## src/rtl/ahb_pkg.sv

```systemverilog
// Shared AHB encodings and burst helpers.
// Used by the bus arbiter and the slave interface.
package ahb_pkg;

   typedef enum logic [1:0] {
      HTRANS_IDLE   = 2'b00,
      HTRANS_BUSY   = 2'b01,
      HTRANS_NONSEQ = 2'b10,
      HTRANS_SEQ    = 2'b11
   } htrans_e;

   typedef enum logic [2:0] {
      HBURST_SINGLE = 3'b000,
      HBURST_INCR   = 3'b001,
      HBURST_WRAP4  = 3'b010,
      HBURST_INCR4  = 3'b011,
      HBURST_WRAP8  = 3'b100,
      HBURST_INCR8  = 3'b101,
      HBURST_WRAP16 = 3'b110,
      HBURST_INCR16 = 3'b111
   } hburst_e;

   // Beats remaining after the NONSEQ; zero for SINGLE and open INCR
   function automatic logic [3:0] burst_len_m1(input hburst_e b);
      logic [3:0] n;
      unique case (b)
         HBURST_WRAP4, HBURST_INCR4:   n = 4'd3;
         HBURST_WRAP8, HBURST_INCR8:   n = 4'd7;
         HBURST_WRAP16, HBURST_INCR16: n = 4'd15;
         default:                      n = 4'd0;
      endcase
      return n;
   endfunction

endpackage

```

## src/rtl/ahb_rr_picker.sv

```systemverilog
// Rotating-priority encoder: first request after ptr wins.
// Pure combinational, one-hot result plus any-request flag.
module ahb_rr_picker #(
   parameter int N  = 4,
   parameter int IW = $clog2(N)
) (
   input  logic [N-1:0]  req,
   input  logic [IW-1:0] ptr,
   output logic [N-1:0]  gnt,
   output logic          valid
);

   always_comb begin
      logic [IW:0]   s;
      logic [IW-1:0] k;
      logic          found;
      gnt   = '0;
      found = 1'b0;
      s     = '0;
      k     = '0;
      for (int i = 1; i <= N; i++) begin
         s = {1'b0, ptr} + (IW+1)'(i);
         if (s >= (IW+1)'(N)) s = s - (IW+1)'(N);
         k = s[IW-1:0];
         if (!found && req[k]) begin
            gnt[k] = 1'b1;
            found  = 1'b1;
         end
      end
   end

   assign valid = |req;

endmodule

```

## src/rtl/ahb_bus_arbiter.sv

```systemverilog
// AHB bus arbiter: round-robin grant with burst, INCR and lock hold.
// All outputs registered and frozen while HREADY is low.
module ahb_bus_arbiter
   import ahb_pkg::*;
#(
   parameter int NUM_MASTERS    = 4,
   parameter int DEFAULT_MASTER = 0
) (
   input  logic                           ahb_clk_in,
   input  logic                           ahb_rstn_in,
   input  logic [NUM_MASTERS-1:0]         mst_req_in,
   input  logic [NUM_MASTERS-1:0]         mst_lock_in,
   input  logic [1:0]                     ahb_trans_in,
   input  logic [2:0]                     ahb_burst_in,
   input  logic                           ahb_ready_in,
   output logic [NUM_MASTERS-1:0]         mst_grant_out,
   output logic [$clog2(NUM_MASTERS)-1:0] addr_master_out,
   output logic [$clog2(NUM_MASTERS)-1:0] data_master_out,
   output logic                           ahb_mastlock_out
);

   localparam int IW = $clog2(NUM_MASTERS);
   localparam logic [IW-1:0] DEF_IDX = IW'(DEFAULT_MASTER);
   localparam logic [NUM_MASTERS-1:0] DEF_GNT =
      NUM_MASTERS'(1) << DEFAULT_MASTER;

   localparam logic [1:0] ST_ARB    = 2'd0;
   localparam logic [1:0] ST_BURST  = 2'd1;
   localparam logic [1:0] ST_INCR   = 2'd2;
   localparam logic [1:0] ST_LOCKED = 2'd3;

   logic [1:0]             st_q, st_n;
   logic [3:0]             cnt_q, cnt_n;
   logic [IW-1:0]          addr_q, data_q, ptr_q;
   logic [IW-1:0]          win_idx, new_idx;
   logic [NUM_MASTERS-1:0] gnt_q, gnt_n, pick_gnt;
   logic                   pick_valid, lock_q, rearb;
   logic                   lock_own, req_own;
   htrans_e                trans;
   hburst_e                burst;
   logic [3:0]             blen;

   assign trans    = htrans_e'(ahb_trans_in);
   assign burst    = hburst_e'(ahb_burst_in);
   assign blen     = burst_len_m1(burst);
   assign lock_own = mst_lock_in[addr_q];
   assign req_own  = mst_req_in[addr_q];

   ahb_rr_picker #(
      .N  (NUM_MASTERS),
      .IW (IW)
   ) u_picker (
      .req   (mst_req_in),
      .ptr   (ptr_q),
      .gnt   (pick_gnt),
      .valid (pick_valid)
   );

   always_comb begin
      win_idx = DEF_IDX;
      for (int i = 0; i < NUM_MASTERS; i++)
         if (pick_gnt[i]) win_idx = IW'(i);
      new_idx = pick_valid ? win_idx : DEF_IDX;
      gnt_n = '0;
      gnt_n[new_idx] = 1'b1;
   end

   always_comb begin
      st_n  = st_q;
      cnt_n = cnt_q;
      rearb = 1'b0;
      unique case (st_q)
         ST_ARB: begin
            if (trans == HTRANS_NONSEQ && blen != 4'd0) begin
               st_n  = ST_BURST;
               cnt_n = blen;
            end else if (trans == HTRANS_NONSEQ &&
                         burst == HBURST_INCR) begin
               st_n = ST_INCR;
            end else begin
               rearb = 1'b1;
            end
         end
         ST_BURST: begin
            if (trans == HTRANS_SEQ) begin
               cnt_n = cnt_q - 4'd1;
               rearb = (cnt_q <= 4'd1);
            end else if (trans != HTRANS_BUSY) begin
               rearb = 1'b1;
            end
         end
         ST_INCR:
            rearb = !req_own && (trans == HTRANS_IDLE ||
                                 trans == HTRANS_NONSEQ);
         ST_LOCKED:
            rearb = !lock_own && trans == HTRANS_IDLE;
         default: st_n = ST_ARB;
      endcase
      // A still-locked owner keeps the bus instead of handing it over
      if (lock_own && (rearb || st_q == ST_ARB)) begin
         rearb = 1'b0;
         st_n  = ST_LOCKED;
         cnt_n = 4'd0;
      end
      if (rearb) begin
         st_n  = mst_lock_in[new_idx] ? ST_LOCKED : ST_ARB;
         cnt_n = 4'd0;
      end
   end

   always_ff @(posedge ahb_clk_in or negedge ahb_rstn_in) begin
      if (!ahb_rstn_in) begin
         st_q   <= ST_ARB;
         cnt_q  <= '0;
         gnt_q  <= DEF_GNT;
         addr_q <= DEF_IDX;
         data_q <= DEF_IDX;
         ptr_q  <= DEF_IDX;
         lock_q <= 1'b0;
      end else if (ahb_ready_in) begin
         st_q   <= st_n;
         cnt_q  <= cnt_n;
         data_q <= addr_q;
         lock_q <= (st_n == ST_LOCKED);
         if (rearb) begin
            gnt_q  <= gnt_n;
            addr_q <= new_idx;
            if (pick_valid) ptr_q <= win_idx;
         end
      end
   end

   assign mst_grant_out    = gnt_q;
   assign addr_master_out  = addr_q;
   assign data_master_out  = data_q;
   assign ahb_mastlock_out = lock_q;

endmodule
```

## config.mk

```make
export PLATFORM = sky130hd
export DESIGN_NAME = ahb_bus_arbiter
export DESIGN_NICKNAME = d
export VERILOG_FILES = /design/src/rtl/ahb_pkg.sv /design/src/rtl/ahb_rr_picker.sv /design/src/rtl/ahb_bus_arbiter.sv
export SDC_FILE = /design/constraint.sdc
export NUM_CORES = 1
export LEC_CHECK = 0
export BUFFER_PORTS_ARGS = -buffer_cell sky130_fd_sc_hd__clkbuf_2
export CORE_MARGIN = 2
export CORE_UTILIZATION = 40
export DETAILED_ROUTE_END_ITERATION = 12
export PLACE_DENSITY_LB_ADDON = 0.05
export SYNTH_ARGS = -nofsm -noshare
export SYNTH_HDL_FRONTEND = slang
export SYNTH_HIERARCHICAL = 1
export SYNTH_SLANG_ARGS = --single-unit
```

## constraint.sdc

```tcl
create_clock -name ahb_clk_in -period 3.1 [get_ports ahb_clk_in]
set_input_delay 0.155 -clock ahb_clk_in [delete_from_list [all_inputs] [get_ports ahb_clk_in]]
set_output_delay 0.155 -clock ahb_clk_in [all_outputs]
set_load 0.02 [all_outputs]
```

==> flow_metrics.tcl <==
set metrics [dict create \
    status "complete, no violations" \
    holdCritPathClass "input port to register" \
    fin_skew_ns 0.008986 \
    fp.dieH_um 63.30 \
    grt_overflow 0 \
    core-area_um2 3363 \
    design_area_um2 1629 \
    fp-row-count 21 \
    cp_max_fo 5 \
    layout.nets 206 \
    clk_pin_slew_ns 0.10 \
    syn_area_um2 1406 \
    grt_use_total_pct 17.29 \
    min_period_over_period_pct 95.05 \
    post-route-drc-count 0 \
    avgSynthCellArea_um2 9.376 \
    syn_inst 150 \
    grt_pass1_vias 1238 \
    reg2reg_slack_ns 0.15 \
    rsz0062_at_grt "false" \
    cp.arrival_ns 3.13 \
    cap_violations 0 \
    dr.pass1.iters 4 \
    cts_max_path_buffers 2 \
    power_leakage_nw 0.7249 \
    vias 1276 \
    route.met3.wl_um 169 \
    area_growth_pct 15.84 \
    syn_nets 175 \
    top_layer "met4" \
    fin_tns_setup_ns 0 \
    worstPathRequired_ns 3.29 \
    seqPwrFrac_pct 26.1 \
    crit_family "multiplexers" \
    path_buf_inv 1 \
    grt_antenna_before_repair 0 \
    period_needed_ns 2.947 \
    cts_tree "built" \
    grt_pass1_wl_um 5533 \
    drtIter0Drc 75 \
    wl_um 3210 \
    slew_violations 0 \
    die_w_um 63.30 \
    worst_pin_slew_ns 0.5893 \
    htree_levels 1 \
    swShare_pct 48.05 \
    relSlewSlack_pct 60.54 \
    drt-met1-wl_um 1549 \
    end_kind "register" \
    antenna_cells 0 \
    slowest_delay_ns 0.55 \
    ant_nets 0 \
    hold_slack_ns 0.2079 \
    die_area_um2 4006 \
    critical_path_class "register to register" \
    p_sw_uw 779.5 \
    routedWlPerCell_um 14.20 \
    cp_slowest_cell "mux4_2" \
    ir_drop_mv 0.4302 \
    clock_power_share_pct 7.3 \
    placed_area_um2 1582 \
    power_frac_comb_pct 66.6 \
    hold_viol 0 \
    met2_length_um 1453 \
    start_util_pct 41.82 \
    cts_inserted_buffers 3 \
    vias_per_cell 5.646 \
    fillers 340 \
    pin_count 25 \
    power.density_nw_per_um2 995.9 \
    p_total_mw 1.622 \
    setup_viol 0 \
    place_congestion 0.8473 \
    place_hpwl_um 2502 \
    drive_above_1_share_pct 26.67 \
    ys_warn_count 6 \
    grt_max_degree 18 \
    p_int_uw 842.8 \
    port_buffers 24 \
    cp-start-kind "register" \
    cp_cell_sequence "inv_1 -> ha_1 -> mux4_2 -> nor4b_4 -> nand2_1 -> o211ai_1 -> nor2b_1 -> o311ai_1 -> o21ai_0 -> nand4_1 -> o31a_1 -> mux2_2" \
    max_freq_mhz 339.4 \
    worst_slack_ns 0.1534 \
    clock_latency_ns 0.29 \
    place_ws_ns 0.005375 \
    numClockSinks 17 \
    cts-root-buf "clkbuf_4" \
]
worst register-to-register path: cells and delay by family, from the launching register on:
kind | cells | cell delay, ns
compound gates | 4 | 0.57
fa+ha+maj | 1 | 0.33
buf+inv | 1 | 0.08
flops | 1 | 0.35
mux | 2 | 0.82
simple gates | 4 | 0.70
stage by stage:
step | instances | util [%]
floorplan | 150 | -
global placement | 219 | 47.02
detailed placement | 219 | 47.02
CTS | 224 | 47.99
global route | 226 | 48.44
finish | 226 | 48.44
power by group through the flow:
stage          Clock (mW)  Sequential (mW)  Combinational, mW
2_1_floorplan           0            0.478              0.736
3_3_place_gp            0            0.423               1.02
3_5_place_dp            0            0.429               1.04
4_1_cts             0.126            0.424               1.05
5_1_grt             0.134            0.440               1.20
6_report            0.119            0.423               1.08
what timing repair did:
item,CTS,global route
buffers inserted,0,2
endpoints found under the hold margin,16,0
resized for setup,1,1
hold buffers,1,0
setup endpoints to repair,1,2
state kept, by name, summed over array words and instances (netlist names):
signal / cells
mst_grant_out: 4
cnt_q: 4
data_master_out: 2
ptr_q: 2
addr_master_out: 2
ahb_mastlock_out: 1
st_q: 2
metal layers:
layer,vias to the layer above,GRT usage [%]
li1,623,-
met1,614,24.63
met2,35,27.39
met3,4,2.321
met4,0,5.163
met5,-,0
final timing paths:
kind,startpoint,depth (start not counted),end
max,ptr_q[1],12,st_q[0]
min,ahb_ready_in,2,st_q[1]
max reg2reg,ptr_q[1],12,st_q[0]
min reg2reg,mst_grant_out[2],2,mst_grant_out[2]
max in group asynchronous,ahb_rstn_in,2,mst_grant_out[0]
min in group asynchronous,ahb_rstn_in,2,cnt_q[0]
area by class of cell:
| cell class | count | area [um2] | area share, % |
|---|---|---|---|
| Multi-Input combinational cell | 115 | 898.4 | 55.15 |
| Sequential cell | 17 | 426.7 | 26.19 |
| Timing Repair Buffer | 30 | 167.7 | 10.29 |
| Tap cell | 46 | 57.56 | 3.533 |
| Inverter | 14 | 52.55 | 3.226 |
| Clock buffer | 4 | 26.28 | 1.613 |
layout by cell type (no fill, tap or decap), types with 2 or more instances in the layout:
cell	count
a21oi_1	6
buf_4	5
clkbuf_2	24
clkbuf_4	3
dfrtp_1	16
ha_1	9
inv_1	14
mux2_2	3
mux2i_1	4
mux4_2	4
nand2_1	15
nand2b_1	2
nand3_1	3
nand3b_1	2
nor2_1	10
nor2b_1	4
nor3_1	2
nor3b_1	5
o211ai_1	4
o21ai_0	12
o21ai_1	3
o2bb2ai_1	2
o31ai_1	2
(Power assumes the default switching activity.)
